==> src/rtl/jk_mod_counter.sv <==
// Up/down modulo-N counter built on a bank of JK flip-flops.
// The next count is computed from the current state and the controls. The per-bit J/K
// excitation that moves the bank to that count is then derived from it. The bank applies
// that excitation at the rising edge, and its q/qnot outputs feed back into the
// next-state logic.
module jk_mod_counter #(
  parameter int unsigned WIDTH   = 4,
  parameter int unsigned MODULUS = 10
) (
  input  logic             clk,
  input  logic             clear_n,
  input  logic             en,
  input  logic             up,
  input  logic             load,
  input  logic [WIDTH-1:0] load_val,
  output logic [WIDTH-1:0] q,
  output logic [WIDTH-1:0] qnot,
  output logic [WIDTH-1:0] j_out,
  output logic [WIDTH-1:0] k_out,
  output logic             tc,
  output logic             wrap
);

  // Largest legal count. MODULUS is at most 2**WIDTH, so this always fits in WIDTH bits.
  localparam logic [WIDTH-1:0] MaxVal = WIDTH'(MODULUS - 1);
  localparam logic [WIDTH-1:0] OneVal = WIDTH'(1);
  // When the modulus spans every code, natural WIDTH-bit wrap-around gives the right answer.
  localparam bit FullRange = (MODULUS == (2 ** WIDTH));

  // Feedback from the flip-flop bank.
  logic [WIDTH-1:0] w_q;
  logic [WIDTH-1:0] w_qnot;

  // Decoded state and next-state.
  logic             w_at_max;
  logic             w_at_zero;
  logic             w_load_over;
  logic [WIDTH-1:0] w_load_sat;
  logic [WIDTH-1:0] w_nxt;
  logic [WIDTH-1:0] w_j;
  logic [WIDTH-1:0] w_k;
  logic             w_tc;

  // Wrap pulse register.
  logic             r_wrap;

  // Terminal-state decodes and the clamped load value.
  always_comb begin
    w_at_max    = (w_q == MaxVal);
    w_at_zero   = (w_q == '0);
    w_load_over = FullRange ? 1'b0 : (load_val > MaxVal);
    w_load_sat  = w_load_over ? MaxVal : load_val;
  end

  // Next count: load beats count, count beats hold.
  always_comb begin
    w_nxt = w_q;
    if (load) begin
      w_nxt = w_load_sat;
    end else if (en && up) begin
      if (FullRange) begin
        w_nxt = w_q + OneVal;
      end else begin
        w_nxt = w_at_max ? '0 : (w_q + OneVal);
      end
    end else if (en) begin
      if (FullRange) begin
        w_nxt = w_q - OneVal;
      end else begin
        w_nxt = w_at_zero ? MaxVal : (w_q - OneVal);
      end
    end
  end

  // JK excitation: set the bits that rise and clear the bits that fall. Toggle is never
  // issued, and hold leaves both J and K low.
  always_comb begin
    w_j = w_qnot & w_nxt;
    w_k = w_q & ~w_nxt;
  end

  // Terminal count is asserted in the cycle before a counting wrap edge. It is masked
  // while a load is pending.
  always_comb begin
    w_tc = en & ~load & ((up & w_at_max) | (~up & w_at_zero));
  end

  // JK flip-flop bank, one flop per bit, cleared asynchronously.
  for (genvar gi = 0; gi < WIDTH; gi++) begin : g_jk_bank
    logic r_bit;

    // Standard JK update at the rising edge.
    always_ff @(posedge clk or negedge clear_n) begin
      if (!clear_n) begin
        r_bit <= 1'b0;
      end else begin
        unique case ({w_j[gi], w_k[gi]})
          2'b10:   r_bit <= 1'b1;
          2'b01:   r_bit <= 1'b0;
          2'b11:   r_bit <= ~r_bit;
          default: r_bit <= r_bit;
        endcase
      end
    end

    assign w_q[gi]    = r_bit;
    assign w_qnot[gi] = ~r_bit;
  end

  // Wrap marks the cycle that follows a wrap edge.
  always_ff @(posedge clk or negedge clear_n) begin
    if (!clear_n) begin
      r_wrap <= 1'b0;
    end else begin
      r_wrap <= w_tc;
    end
  end

  assign q     = w_q;
  assign qnot  = w_qnot;
  assign j_out = w_j;
  assign k_out = w_k;
  assign tc    = w_tc;
  assign wrap  = r_wrap;

endmodule

==> config.mk <==
export PLATFORM = sky130hd
export DESIGN_NAME = jk_mod_counter
export DESIGN_NICKNAME = d
export VERILOG_FILES = /design/src/rtl/jk_mod_counter.sv
export SDC_FILE = /design/constraint.sdc
export NUM_CORES = 1
export LEC_CHECK = 0
export CORE_MARGIN = 3
export CORE_UTILIZATION = 42
export DETAILED_ROUTE_END_ITERATION = 8
export GPL_TIMING_DRIVEN = 1
export PLACE_DENSITY = 0.8
export SLEW_MARGIN = 20
export SYNTH_ARGS = -nofsm -noshare
export SYNTH_HDL_FRONTEND = slang
export SYNTH_SLANG_ARGS = --single-unit
==> constraint.sdc <==
create_clock -name clk -period 3.1 [get_ports clk]
set_input_delay 0.93 -clock clk [delete_from_list [all_inputs] [get_ports clk]]
set_output_delay 0.93 -clock clk [all_outputs]
set_load 0.005 [all_outputs]
==> results of run 1 <==
==> Yosys cell counts (all sizes together) (2+ instances only) <==
library cell | instances | area share, %
ha | 10 | 18
buf | 8 | 9.5
inv | 8 | 4.2
nor2 | 6 | 3.5
a21oi | 5 | 3.5
dfrtp | 5 | 18
nand3 | 4 | 2.8
mux2i | 3 | 4.2
nand2b | 3 | 2.6
a22o | 2 | 2.5
and3 | 2 | 1.8
clkbuf | 2 | 1.8
nand2 | 2 | 1.1
nand4 | 2 | 1.8
o21a | 2 | 2.1
o21ai | 2 | 1.4
xor2 | 2 | 2.5
==> worst min path at each step <==
stage	start	slack [ns]	to
finish	g_jk_bank[2].r_bit$_DFFE_PN0P_	0.81	g_jk_bank[2].r_bit$_DFFE_PN0P_
detailed placement	g_jk_bank[3].r_bit$_DFFE_PN0P_	0.80	g_jk_bank[3].r_bit$_DFFE_PN0P_
global route	g_jk_bank[2].r_bit$_DFFE_PN0P_	0.87	g_jk_bank[2].r_bit$_DFFE_PN0P_
floorplan	g_jk_bank[2].r_bit$_DFFE_PN0P_	0.61	g_jk_bank[2].r_bit$_DFFE_PN0P_
CTS	g_jk_bank[3].r_bit$_DFFE_PN0P_	0.82	g_jk_bank[3].r_bit$_DFFE_PN0P_
global placement	g_jk_bank[2].r_bit$_DFFE_PN0P_	0.79	g_jk_bank[2].r_bit$_DFFE_PN0P_
==> sequential cells by signal, summed over array words and instances (netlist names) <==
name and flops:
wrap 1, g_jk_bank.r_bit 4
==> layout by cell type, fill, tap and decap left out, types with 2 or more instances in the layout <==
master            n
a21oi_1           2
a21oi_2           2
a22o_1            2
and3_1            2
buf_2             3
buf_4            20
buf_6             7
clkbuf_2          2
clkbuf_4          3
clkdlybuf4s15_1   3
clkdlybuf4s50_1  11
dfrtp_1           5
dlygate4sd2_1     5
ha_1              6
ha_2              4
inv_1             6
inv_2             2
mux2i_1           3
nand2_1           2
nand2b_1          3
nand3_1           3
nand4_1           2
nor2_1            4
nor2_2            2
o21a_1            2
o21ai_1           2
xor2_1            2
==> layout make-up <==
type                            instances  area [um^2]
Tap cell                               16        20.02
Fill cell                             113        357.8
Inverter                                8        30.03
Sequential cell                         5        125.1
Timing Repair Buffer                   51        437.9
Clock buffer                            4        26.28
Multi-Input combinational cell         62        561.8
==> repair_timing <==
item                       CTS  global route
hold endpoints to repair     0             0
pin swaps                   12             8
setup endpoints to repair    9             8
buffers inserted            10             1
gates cloned                 1             0
gates resized for setup     54            11
==> report_power, final <==
group	total [mW]	switching, mW	leakage [nW]	internal [mW]
sequential	0.159	0.0702	0.0560	0.0890
combinational	0.597	0.267	0.506	0.330
clock	0.0716	0.0232	0.0150	0.0484
total	0.828	0.360	0.577	0.468
==> stage by stage <==
stage                     setup slack [ns]  hold WS (ns)
after CTS                         -0.07444        0.8192
final                              -0.1326        0.8083
after detailed placement           -0.7571        0.8009
after global placement             -0.7169        0.7854
after floorplan                     0.2219        0.6075
after global routing               -0.1634        0.8714
==> critical path, delay by kind of cell <==
family                   cells  cell delay (ns)
adder cells (fa/ha/maj)      1             0.18
AND/OR/NAND/NOR              1             0.14
buffers and inverters        4             0.49
AO/OA/AOI/OAI                3             0.57
==> per-layer routing <==
layer	GRT usage [%]	up-vias	routed length [um]
met5	0	-	0
met2	37.70	25	1201
met1	26.82	374	956
met4	16.57	0	35
met3	1.916	4	66
li1	-	390	-
==> cells by family (layout without fill, tap and decap cells) <==
| kind of cell | after synthesis | count (layout) |
|---|---|---|
| compound gates | 22 | 22 |
| simple gates | 24 | 24 |
| buf+inv | 18 | 63 |
| fa+ha+maj | 10 | 10 |
| flops | 5 | 5 |
| xor+xnor | 3 | 3 |
| mux | 3 | 3 |
==> results.yml, run 1 <==
yosys:
  synth-simple-area-share_pct: 19.26
  syn-cell-area_um2: 714.4
  synth-seq-cells: 5
  syn_avg_cell_area_um2: 8.405
  yosys_warnings: 0
  syn_inst: 85
  synth_top_family_by_area: "compound AO/OA/AOI/OAI gates"
  synth_cell_types: 38
  synthMuxAreaShare_pct: 4.203
  synth_compound_area_share_pct: 22.42
  seq_area_frac_synth_pct: 17.51
  synthFlopType: "dfrtp_1"
  synthAdderAreaFrac_pct: 17.51
  ys_async_sr_fraction_pct: 100.0
  synth-edff-count: 0
  synth_xor_area_share_pct: 3.678
  syn_nets: 104
timing:
  hold_viol_final: 0
  setup_viol: 3
  drv_slew: 0
  rsz0062_at_grt: "yes"
  final.setup.tns_ns: -0.1890
  tightest_slew_ns: 0.4023
  fmax_mhz: 309.3
  period_needed_ns: 3.233
  fin_skew_ns: 0.004549
  fin_ws_ns: -0.1326
  period_share_pct: 104.3
  slew_headroom_pct: 73.18
floorplanning:
  fp.dieH_um: 47.25
  placementRows: 14
  coreArea_mm2: 0.001559
  die_w_um: 47.25
  io_pins: 27
  dieArea_mm2: 0.002232
  start_util_pct: 45.83
layout:
  syn2layout_area_growth_pct: 68.13
  layout.cells.non_filler: 146
  nets: 150
  fin_area_mm2: 0.001201
  fin_util_pct: 77.05
  layout-drive-gt1-share_pct: 41.54
  antenna_cells: 0
worst_setup_path:
  ff2ff_setup_slack_ns: 0.98
  endpoint_kind: "output port"
  cpPeakStageDelay_ns: 0.23
  r2r-end: "g_jk_bank[1].r_bit$_DFFE_PN0P_"
  crit_top_cell: "buf_6"
  startpoint: "up"
  required_ns: 2.17
  crit_fanout: 5
  reg2regPathDepth: 9
  r2r_start: "g_jk_bank[0].r_bit$_DFFE_PN0P_"
  worstSetupPathType: "input pin to output port"
  critPathCapture: "k_out[1]"
  slowest_stage: "a22o_1"
  crit_chain: "buf_6 -> buf_6 -> o21bai_1 -> o22ai_1 -> nand3_1 -> buf_4 -> a22o_1 -> ha_2 -> buf_6"
  worst_setup_path_start_kind: "input pin"
  critical_path_arrival_ns: 2.30
worst_hold_path:
  hold_path.class: "register to register"
  holdPathStages: 2
global_routing:
  grt_max_degree: 13
  grt_pass1_wl_um: 3601
  antenna_found_initial: 0
  grt_usage_pct: 22.69
  grt_pass1_vias: 868
  grt.overflow.total: 0
placement:
  postPlaceCellArea_mm2: 0.001020
  place_congestion: 0.8796
  post-dp-hpwl_um: 1472
  placedCellCount: 131
  portBuffers: 26
pwr:
  ir_worst_vdd_uv: 618.4
  p_leak_nw: 0.5771
  p_per_area_mw_per_mm2: 689.4
  p_total_uw: 828.0
routing:
  via_per_inst: 5.432
  postRouteAntennaNets: 0
  vias: 793
  routed_wirelength_um: 2260
  firstDrtPassIters: 4
  drc: 0
  wire_per_inst_um: 15.48
  drt_iter0_markers: 11
clocking:
  cts.path.max_buffers: 2
  cts_root_buf: "clkbuf_4"
  cts_made_buffers: 3
  clk_latency_ns: 0.24
  cts_tree: "yes"
  cts.clk_slew.worst_paths_ns: 0.04
  cts_max_level: 1
  hold_buffers: 0
  cts_sinks: 5
run_status:
  violations: "negative setup slack"
  status: "complete, but fails checks"
flow_run:
  max_cap_violations: 0
Power figures use the tool's default switching activity.
==> run 2, diff against run 1 <==
==> constraint.sdc (replaced) <==
create_clock -name clk -period 3.9 [get_ports clk]
set_input_delay 1.17 -clock clk [delete_from_list [all_inputs] [get_ports clk]]
set_output_delay 1.17 -clock clk [all_outputs]
set_load 0.005 [all_outputs]
==> run 2 against run 1 <==
  * Count of clock-buffer cells in the layout is the same
  * Setup slack better by 0.20 ns
  * Combinational power fell by 35%
  * Highest routed layer unchanged
  * Die area unchanged
  * The run now ends clean
==> results.yml, run 2 (same netlist as run 1, synthesis figures left out) <==
run_status:
  status: "complete, no violations"
layout:
  layout.cells.non_filler: 135
  final_cell_mix: "clkdlybuf4s50_1 (15), buf_4 (11), ha_1 (8)"
  largest_register_ffs: 4
  layout-drive-gt1-share_pct: 25.21
  layout_commonest_cell: "clkdlybuf4s50_1"
  nets: 139
  top_register: "g_jk_bank.r_bit"
  syn2layout_area_growth_pct: 50.26
  antenna_cells: 0
clocking:
  cts_max_level: 1
  cts_made_buffers: 3
  cts.path.max_buffers: 2
  clk_latency_ns: 0.23
  hold_buffers: 0
  cts_root_buf: "clkbuf_4"
  cts_tree: "yes"
  cts_sinks: 5
  cts.clk_slew.worst_paths_ns: 0.04
routing:
  routed_wirelength_um: 1866
  wire_per_inst_um: 13.82
  drt_iter0_markers: 6
  firstDrtPassIters: 4
  drc: 0
  via_per_inst: 5.400
  vias: 729
  postRouteAntennaNets: 0
timing:
  rsz0062_at_grt: "no"
  hold_ws_ns: 0.7757
  slew_headroom_pct: 66.98
  setup_viol: 0
  hold_viol_final: 0
  fin_skew_ns: 0.003950
  fmax_mhz: 261.2
  final.setup.tns_ns: 0
  drv_slew: 0
  period_share_pct: 98.17
  tightest_slew_ns: 0.4953
  period_needed_ns: 3.829
worst_hold_path:
  whs_endpoint: "g_jk_bank[3].r_bit$_DFFE_PN0P_"
  hold_path.class: "register to register"
  hold_start: "g_jk_bank[3].r_bit$_DFFE_PN0P_"
  holdPathStages: 2
floorplanning:
  fp.dieH_um: 47.25
  io_pins: 27
  coreArea_mm2: 0.001559
  placementRows: 14
  start_util_pct: 45.83
  die_w_um: 47.25
  dieArea_mm2: 0.002232
worst_setup_path:
  critical_path_arrival_ns: 2.66
  r2r_start: "g_jk_bank[0].r_bit$_DFFE_PN0P_"
  endpoint_kind: "output port"
  worst_setup_path_start_kind: "input pin"
  required_ns: 2.73
  slowest_stage: "clkdlybuf4s50_1"
  worstSetupPathType: "input pin to output port"
  r2r-end: "g_jk_bank[3].r_bit$_DFFE_PN0P_"
  crit_fanout: 2
  crit_chain: "clkdlybuf4s50_1 -> o21a_1 -> nor2_1 -> a21oi_2 -> ha_1 -> clkdlybuf4s50_1"
  crit_top_cell: "clkdlybuf4s50_1"
  reg2regPathDepth: 7
  ff2ff_setup_slack_ns: 1.86
  cpPeakStageDelay_ns: 0.49
placement:
  place_congestion: 0.8975
  placedCellCount: 128
  portBuffers: 26
  post-dp-hpwl_um: 1307
global_routing:
  grt_pass1_vias: 706
  antenna_found_initial: 0
  grt.overflow.total: 0
  grt_usage_pct: 19.92
  grt_max_degree: 15
  grt_pass1_wl_um: 3125
pwr:
  p_total_uw: 577.8
  ir_worst_vdd_uv: 488.5
  p_per_area_mw_per_mm2: 538.3
  p_leak_nw: 0.5598
flow_run:
  max_cap_violations: 0
-- run 2: final cells by class --
type	count	area, um^2
multi-input combinational	62	505.5
fill	141	485.5
timing repair buffer	40	366.6
sequential	5	125.1
inverter	8	30.03
clock buffer	4	26.28
tap	16	20.02
-- run 2: worst max-delay path: cells and delay by family --
family | cells | cell delay [ns]
buffers and inverters | 2 | 0.98
adders and majority gates | 1 | 0.17
AOI/OAI and AO/OA | 2 | 0.29
and+or+nand+nor | 1 | 0.04
-- run 2: worst max path at each step --
stage | startpoint | to | slack [ns] | cells past startpoint
finish | load_val[2] | j_out[0] | 0.07 | 6
global route | up | k_out[1] | 0.009 | 8
CTS | up | k_out[2] | -0.04 | 7
detailed placement | up | k_out[2] | -0.42 | 7
global placement | up | tc | -0.39 | 7
floorplan | up | k_out[2] | 0.54 | 6
-- run 2: through the flow --
| step | cell area (um^2) | util (%) | worst slack (ns) |
|---|---|---|---|
| 5_1_grt | 1074 | 68.86 | 0.008500 |
| 2_1_floorplan | 714.4 | - | 0.5419 |
| 3_3_place_gp | 997.2 | 63.96 | -0.3870 |
| 4_1_cts | 1065 | 68.30 | -0.04004 |
| 3_5_place_dp | 997.2 | 63.96 | -0.4197 |
| 6_report | 1074 | 68.86 | 0.07137 |
-- run 2: metal layers --
metal	up-vias	global-route usage, %	part of all wire [%]
li1	367	-	-
met1	331	25.74	45
met2	27	31.82	49
met3	4	1.916	4.2
met4	0	11.60	1.6
met5	-	0	0
-- run 2: repair_timing --
| item | 4_1_cts | 5_1_grt |
|---|---|---|
| gates cloned | 1 | 0 |
| setup endpoints to repair | 9 | 5 |
| pin swaps | 5 | 4 |
| buffers inserted | 2 | 0 |
| resized for setup | 19 | 7 |
| endpoints found under the hold margin | 0 | 0 |
-- run 2: where the power goes --
part / internal, mW / switching (mW) / total (mW)
Combinational: 0.222 / 0.166 / 0.388
Sequential: 0.0705 / 0.0619 / 0.132
Clock: 0.0385 / 0.0186 / 0.0571
Total: 0.331 / 0.247 / 0.578
==> run 3, diff against run 2 <==
--- a/config.mk
+++ b/config.mk
@@ -10,6 +10,7 @@
 export DETAILED_ROUTE_END_ITERATION = 8
 export GPL_TIMING_DRIVEN = 1
 export PLACE_DENSITY = 0.8
+export REMOVE_ABC_BUFFERS = 1
 export SLEW_MARGIN = 20
 export SYNTH_ARGS = -nofsm -noshare
 export SYNTH_HDL_FRONTEND = slang
==> run 3 against run 2 <==
  * Cell area increased by 2.3%
  * First-iteration DRC count increased by 120%
  * Power is 2.2% higher
  * Non-clock buffer count shrank 2
  * Combinational power increased by 2%
==> results.yml, run 3 (same netlist as run 1, synthesis figures left out) <==
clocking:
  clk_latency_ns: 0.24
  cts_made_buffers: 3
  cts_sinks: 5
  cts_root_buf: "clkbuf_4"
  cts.path.max_buffers: 2
  cts.clk_slew.worst_paths_ns: 0.05
  cts_max_level: 1
  cts_tree: "yes"
worst_setup_path:
  endpoint_kind: "output port"
  reg2regPathDepth: 7
  r2r-end: "g_jk_bank[3].r_bit$_DFFE_PN0P_"
  required_ns: 2.73
  ff2ff_setup_slack_ns: 1.92
  worst_setup_path_start_kind: "input pin"
  critPathCapture: "k_out[1]"
  crit_fanout: 7
  startpoint: "up"
  r2r_start: "g_jk_bank[0].r_bit$_DFFE_PN0P_"
  worstSetupPathType: "input pin to output port"
  critical_path_arrival_ns: 2.60
global_routing:
  grt_pass1_wl_um: 2898
  grt_max_degree: 15
  grt.overflow.total: 0
  antenna_found_initial: 0
  grt_pass1_vias: 649
  grt_usage_pct: 18.48
timing:
  hold_viol_final: 0
  period_share_pct: 96.65
  rsz0062_at_grt: "no"
  fin_ws_ns: 0.1306
  setup_viol: 0
  drv_slew: 0
  tightest_slew_ns: 0.4734
  fmax_mhz: 265.3
  slew_headroom_pct: 68.44
  fin_skew_ns: 0.004566
  period_needed_ns: 3.769
  hold_ws_ns: 0.7925
placement:
  dp_slack_ns: -0.4457
  place_congestion: 0.8025
  portBuffers: 26
  post-dp-hpwl_um: 1334
layout:
  syn2layout_area_growth_pct: 53.76
  layout_commonest_cell: "clkdlybuf4s50_1"
  layout-drive-gt1-share_pct: 28.21
  final_cell_mix: "clkdlybuf4s50_1 (14), buf_4 (9), ha_1 (7)"
  antenna_cells: 0
  nets: 137
  fin_util_pct: 70.47
  top_register: "g_jk_bank.r_bit"
  largest_register_ffs: 4
worst_hold_path:
  hold_path.class: "register to register"
  hold_start: "g_jk_bank[1].r_bit$_DFFE_PN0P_"
routing:
  postRouteAntennaNets: 0
  drc: 0
  drt_iter0_markers: 13
  routed_wirelength_um: 1805
  wire_per_inst_um: 13.57
  firstDrtPassIters: 4
  vias: 726
  via_per_inst: 5.459
floorplanning:
  coreArea_mm2: 0.001559
  io_pins: 27
  fp.dieH_um: 47.25
  start_util_pct: 45.83
  dieArea_mm2: 0.002232
  die_w_um: 47.25
  placementRows: 14
pwr:
  p_per_area_mw_per_mm2: 537.8
  p_leak_nw: 0.5892
  ir_worst_vdd_uv: 333.7
flow_run:
  max_cap_violations: 0
run_status:
  status: "complete, no violations"
## run 3: cell count changes in the layout (fill, tap and decap cells not counted), sizes merged
| cell | delta |
|---|---|
| dlymetal6s2s | +3 |
| dlygate4sd2 | -2 |
| buf | -2 |
| clkdlybuf4s50 | -1 |
## run 3: per-layer routing
| metal | track usage (%) | vias to the layer above | wire length (um) |
|---|---|---|---|
| li1 | - | 360 | - |
| met1 | 23.48 | 344 | 803 |
| met2 | 30.21 | 20 | 912 |
| met3 | 4.598 | 2 | 70 |
| met4 | 6.077 | 0 | 18 |
| met5 | 0 | - | 0 |
## run 3: what timing repair did
item / CTS / global route
setup buffers: 0 / 2
hold buffers: 0 / 0
resized for setup: 17 / 16
setup endpoints to repair: 9 / 6
pin swaps: 5 / 8
cloned: 1 / 0
## run 3: area by class of cell
class / count / area, um^2
fill: 132 / 460.4
timing repair buffer: 38 / 361.6
sequential: 5 / 125.1
clock buffer: 4 / 26.28
tap: 16 / 20.02
inverter: 8 / 30.03
multi-input combinational: 62 / 535.5
## run 3: critical path: stages
cell	delay, ns
clkdlybuf4s15_2	0.21
buf_6	0.14
o21bai_1	0.14
o22ai_1	0.12
nand3_1	0.13
a22o_1	0.25
ha_1	0.18
dlygate4sd2_1	0.26
## run 3: where the power goes
part           total, mW  switching, mW  leakage [nW]  internal [mW]
combinational      0.397          0.168         0.518          0.229
sequential         0.133         0.0629        0.0560         0.0704
clock             0.0601         0.0214        0.0150         0.0387
## run 3: worst min path at each step
stage,to,cells after the start
2_1_floorplan,wrap$_DFF_PN0_,1
3_3_place_gp,g_jk_bank[3].r_bit$_DFFE_PN0P_,2
3_5_place_dp,g_jk_bank[2].r_bit$_DFFE_PN0P_,2
4_1_cts,g_jk_bank[2].r_bit$_DFFE_PN0P_,2
5_1_grt,wrap$_DFF_PN0_,2
6_report,wrap$_DFF_PN0_,2
## run 3: through the flow
stage / power (mW) / setup TNS, ns / instance area, um^2 / std cells
after floorplan: 0.3153 / 0 / 634.4 / 75
after global placement: 0.4996 / -2.600 / 982.2 / 126
after detailed placement: 0.5112 / -2.929 / 982.2 / 126
after CTS: 0.5831 / -0.2045 / 1049 / 131
after global routing: 0.6503 / 0 / 1099 / 133
final: 0.5908 / 0 / 1099 / 133
